<file path="src/rtl/uart_rx_byte.sv">
// 8N1 UART receiver, 16x oversampled with mid-bit sampling and a start-glitch filter.
// received fires ~2+9.5 bit times after the start edge; no backpressure, each byte is a one-clock strobe.
module uart_rx_byte #(
  parameter int CLK_FREQ   = 100000000,
  parameter int BAUD       = 115200,
  parameter int OVERSAMPLE = 16
) (
  input  logic       clk,
  input  logic       rst,
  input  logic       rx,
  output logic [7:0] incoming_byte,
  output logic       received,
  output logic       framing_error,
  output logic       busy
);

  localparam int DIV_RAW = (CLK_FREQ + (BAUD * OVERSAMPLE) / 2) / (BAUD * OVERSAMPLE);
  localparam int DIV     = (DIV_RAW < 1) ? 1 : DIV_RAW;
  localparam int DW      = (DIV > 1) ? $clog2(DIV) : 1;
  localparam int SW      = $clog2(OVERSAMPLE);

  localparam logic [DW-1:0] DIV_LAST = DW'(DIV - 1);
  localparam logic [SW-1:0] SMP_HALF = SW'(OVERSAMPLE / 2 - 1);
  localparam logic [SW-1:0] SMP_LAST = SW'(OVERSAMPLE - 1);

  typedef enum logic [2:0] {
    S_IDLE,
    S_START,
    S_DATA,
    S_STOP,
    S_BREAK
  } state_t;

  state_t        state, state_n;
  logic          rx_meta, rxs;
  logic [DW-1:0] div_cnt;
  logic [SW-1:0] smp_cnt, smp_n;
  logic [2:0]    bit_idx, idx_n;
  logic [7:0]    shreg, sh_n;
  logic [7:0]    byte_n;
  logic          rcv_n, fe_n;
  logic          tick;

  // Divider is parked at zero in IDLE so tick phase lines up with the start edge.
  assign tick = (state != S_IDLE) && (div_cnt == DIV_LAST);
  assign busy = (state != S_IDLE);

  always_ff @(posedge clk or posedge rst) begin
    if (rst) begin
      rx_meta       <= 1'b1;
      rxs           <= 1'b1;
      state         <= S_IDLE;
      div_cnt       <= '0;
      smp_cnt       <= '0;
      bit_idx       <= '0;
      shreg         <= '0;
      incoming_byte <= '0;
      received      <= 1'b0;
      framing_error <= 1'b0;
    end else begin
      rx_meta       <= rx;
      rxs           <= rx_meta;
      state         <= state_n;
      div_cnt       <= (state == S_IDLE || tick) ? '0 : div_cnt + 1'b1;
      smp_cnt       <= smp_n;
      bit_idx       <= idx_n;
      shreg         <= sh_n;
      incoming_byte <= byte_n;
      received      <= rcv_n;
      framing_error <= fe_n;
    end
  end

  always_comb begin
    state_n = state;
    smp_n   = smp_cnt;
    idx_n   = bit_idx;
    sh_n    = shreg;
    byte_n  = incoming_byte;
    rcv_n   = 1'b0;
    fe_n    = 1'b0;
    case (state)
      S_IDLE: begin
        smp_n = '0;
        if (!rxs) state_n = S_START;
      end
      S_START: begin
        if (tick) begin
          if (smp_cnt == SMP_HALF) begin
            smp_n = '0;
            idx_n = '0;
            // Line back high before mid start bit: treat as a glitch.
            state_n = rxs ? S_IDLE : S_DATA;
          end else begin
            smp_n = smp_cnt + 1'b1;
          end
        end
      end
      S_DATA: begin
        if (tick) begin
          if (smp_cnt == SMP_LAST) begin
            smp_n         = '0;
            sh_n[bit_idx] = rxs;
            if (bit_idx == 3'd7) state_n = S_STOP;
            else idx_n = bit_idx + 1'b1;
          end else begin
            smp_n = smp_cnt + 1'b1;
          end
        end
      end
      S_STOP: begin
        if (tick) begin
          if (smp_cnt == SMP_LAST) begin
            smp_n = '0;
            if (rxs) begin
              byte_n  = shreg;
              rcv_n   = 1'b1;
              state_n = S_IDLE;
            end else begin
              fe_n    = 1'b1;
              state_n = S_BREAK;
            end
          end else begin
            smp_n = smp_cnt + 1'b1;
          end
        end
      end
      S_BREAK: begin
        if (rxs) state_n = S_IDLE;
      end
      default: state_n = S_IDLE;
    endcase
  end

endmodule

</file>
<file path="config.mk">
export PLATFORM = sky130hd
export DESIGN_NAME = uart_rx_byte
export DESIGN_NICKNAME = d
export VERILOG_FILES = /design/src/rtl/uart_rx_byte.sv
export SDC_FILE = /design/constraint.sdc
export NUM_CORES = 1
export LEC_CHECK = 0
export BUFFER_PORTS_ARGS = -buffer_cell sky130_fd_sc_hd__clkbuf_2
export CORE_ASPECT_RATIO = 0.75
export CORE_UTILIZATION = 63
export CTS_BUF_LIST = sky130_fd_sc_hd__clkbuf_16
export CTS_CLUSTER_DIAMETER = 60
export CTS_CLUSTER_SIZE = 30
export DETAILED_ROUTE_END_ITERATION = 10
export PLACE_DENSITY = 0.83
export SLEW_MARGIN = 20
export SYNTH_ARGS = -nofsm -noshare
export SYNTH_HDL_FRONTEND = slang
export SYNTH_SLANG_ARGS = --single-unit
</file>
<file path="constraint.sdc">
create_clock -name clk -period 5.7 [get_ports clk]
set_clock_uncertainty 0.05 [all_clocks]
set_input_delay 1.71 -clock clk [delete_from_list [all_inputs] [get_ports clk]]
set_output_delay 1.71 -clock clk [all_outputs]
set_load 0.005 [all_outputs]
</file>
==> key figures <==
Outcome
  • Status: complete, but fails checks
  • Failing checks: DRC

Drt
  • Pre-Repair DR Iteration Count: 7
  • DRT Wirelength: about 3000 um
  • Iter 0 DRT Violations: 89
  • Number of remaining DRC errors: 1
  • DR WL/cell: about 15 um
  • Vias: 1199
  • Post-DRT Antenna Nets: 0
  • Via/cell ratio: between 5 and 6

Critical path
  • WP buf/inv: 1
  • Required time worst endpoint: ~3.9 ns
  • Dominant delay contributor by cell family on the critical path: flip-flops
  • Worst Setup Start Kind: register
  • Crit path DAT: ~1.3 ns
  • Worst-path maximum fanout: 10
  • CP cell instances: nor2_1 -> nand2_1 -> clkbuf_2
  • FF-to-FF path depth: 5
  • Crit path depth: 3
  • WS Path Type: reg2out
  • Nature of the critical path endpoint: primary output
  • Slowest cell on crit path: dfrtp_1
  • Delay of the slowest critical-path stage: about 0.48 ns

Clock network
  • Number of CTS-inserted buffers: 5
  • CTS tree: built
  • H-tree level count: 2
  • Hold Buf Count CTS: 0
  • Clock root buffer: clkbuf_16
  • Num Clock Sinks: 36
  • Worst skew pair latency: 0.28 ns
  • Setup bufs post-CTS: 0
  • Clock transition at path regs: about 0.060 ns
  • Clock Tree Buf Depth: 2
  • PostCTS Resize Cnt: 0

Cells and area
  • Fill cells: roughly 180
  • Multi-input logic area: approximately 780 sq um
  • Most frequent cells in the layout: dfrtp_1, nor2_1, mux2_2
  • Nets@finish: approximately 180
  • Storage cell area: around 900 sq um
  • Area growth syn-to-layout: 12.0%
  • Final Non-Filler Cells: 207
  • Antenna diode count: 0
  • Commonest non-fill, non-tap cell in the layout: dfrtp_1
  • Layout cell share with drive strength beyond 1: between 20% and 30%

Power and ir drop
  • VDD IR-drop max: roughly 0.22 mV
  • Power Density: around 260 nW/um^2
  • Leak: roughly 0.94 nW
  • Total power: a little over 0.0005 W

Floorplanning
  • I/O pin count: 14
  • Die Y: 47.6 um
  • Core area: 2620 sq um
  • Cell Rows: 16
  • Die width: ~63 um
  • Die ar.: 2980 sq um
  • Initial Utilization: roughly two thirds

Synth
  • Post-synth cell types: 37
  • Synth Flop Type: dfrtp_1
  • Post-synth EDFFs: 0
  • Ys Warns: 0
  • Register bit count reported by yosys: 36
  • Async SR Flop Fraction: 100%
  • Synth area leader: dfrtp_1
  • Area fraction of the dominant cell type after synthesis: a little under 50%
  • Mapped Avg Cell Area: 11.0 sq um
  • Mapped Cells: 158
  • Mapped Nets: 166
  • Seq/Total Area, Yosys: ~52%
  • Synthesized area: around 1700 sq um
  • Synth top area cells: dfrtp_1, mux2_2, ha_1, nor2_1, dfstp_2

Timing
  • Tightest Pin Transition: roughly 0.55 ns
  • Final WS setup: 2.68 ns
  • Peak Freq: 0.331 GHz
  • Setup-failing EPs final: 0
  • Minimum clock period: just over 3 ns
  • Slew Viols, Final: 0
  • Final Hold Fails: 0
  • RSZ-0062 raised after global routing: false
  • Slew headroom: a little over three fifths
  • Final Cycle Share: 53.0%
  • Final setup TNS: 0 ns

Global routing
  • Global-route usage over all layers: 22.7%
  • Largest net degree at the start of global routing: 37
  • Initial antenna violation count: 0
  • First-pass GRT wire length: just under 5000 um
  • Global route overflow: 0
  • Vias in the first global route: 1069

Place
  • Detail Placement HPWL: ~2100 um
  • Post-Place Worst Slack: 2.98 ns
  • RePlAce Congestion: between 0.7 and 0.8
  • I/O Buffers: 13
  • Placed insts: 200

Flow run
  • Max cap viols: 0

Worst hold path
  • Hold Path Class: reg2reg
  • Hold depth: 0
-- stage by stage --
step | hold slack, ns | area, sq um | util, %
6_report | 0.307 | 1950 | 74.4
3_5_place_dp | 0.305 | 1820 | 69.3
2_1_floorplan | 0.295 | 1740 | -
4_1_cts | 0.309 | 1950 | 74.4
5_1_grt | 0.312 | 1950 | 74.4
3_3_place_gp | 0.297 | 1820 | 69.3
-- cells in the mapped netlist (2+ instances only) --
library cell / count
nand3b_1: 3
xor2_1: 3
nand3_1: 4
buf_2: 4
dfstp_2: 2
ha_1: 5
inv_1: 4
dfrtp_1: 34
and3_1: 6
nand2b_1: 4
a22o_1: 3
nand2_1: 13
nor2_1: 15
nor3_1: 3
xnor2_1: 4
a21oi_1: 3
o31ai_1: 2
clkbuf_1: 3
nor3b_2: 2
o21ai_0: 9
mux2_2: 15
a211o_1: 2
-- registers in the layout, summed over array words and instances, names as in the netlist --
name and flops:
incoming_byte 8, shreg 8, div_cnt 6, smp_cnt 4, bit_idx 3, state 3, framing_error 1, received 1
rx_meta 1, rxs 1
-- layer usage --
layer	vias to the layer above	wire length, um	global-route usage, %
met5	-	0	0
met2	35	1430	37.2
met4	0	54	13.0
met3	7	134	5.71
met1	582	1380	28.8
li1	575	-	-
-- layout make-up --
| type | count | share of cell area (%) |
|---|---|---|
| sequential | 36 | 46.3 |
| tap | 36 | 2.31 |
| timing repair buffer | 14 | 3.72 |
| multi-input combinational | 110 | 40.1 |
| inverter | 4 | 0.769 |
| clock inverter | 2 | 0.449 |
| clock buffer | 5 | 6.41 |
-- kinds of logic (layout without fill, tap and decap cells) --
kind of cell,count (synthesis),count (layout),synth area share (%)
and+or+nand+nor,58,58,18.4
DFF,36,36,51.8
AOI/OAI and AO/OA,25,25,9.62
muxes,15,15,9.69
buffers and inverters,12,25,3.30
xor gates and xnor gates,7,7,3.52
adders and majority gates,5,5,3.59
-- report_power, final --
part / leakage (nW) / switching [W] / total (W) / internal (W)
Sequential: 0.481 / 0.00000124 / 0.000259 / 0.000257
Combinational: 0.387 / 0.00000571 / 0.00000728 / 0.00000157
Clock: 0.0709 / 0.0000943 / 0.000251 / 0.000157
Total: 0.939 / 0.000101 / 0.000517 / 0.000415
-- path summary, 6_finish.rpt --
path / from / to / slack (ns)
max in group asynchronous: rst / rxs$_DFF_PP1_ / 3.81
max reg2reg: smp_cnt[0]$_DFFE_PP0P_ / incoming_byte[7]$_DFFE_PP0P_ / 3.61
min: rx_meta$_DFF_PP1_ / rxs$_DFF_PP1_ / 0.31
min reg2reg: rx_meta$_DFF_PP1_ / rxs$_DFF_PP1_ / 0.31
max: state[0]$_DFFE_PP0P_ / busy / 2.68
min in group asynchronous: rst / smp_cnt[3]$_DFFE_PP0P_ / 1.46
Power figures use the tool's default switching activity.
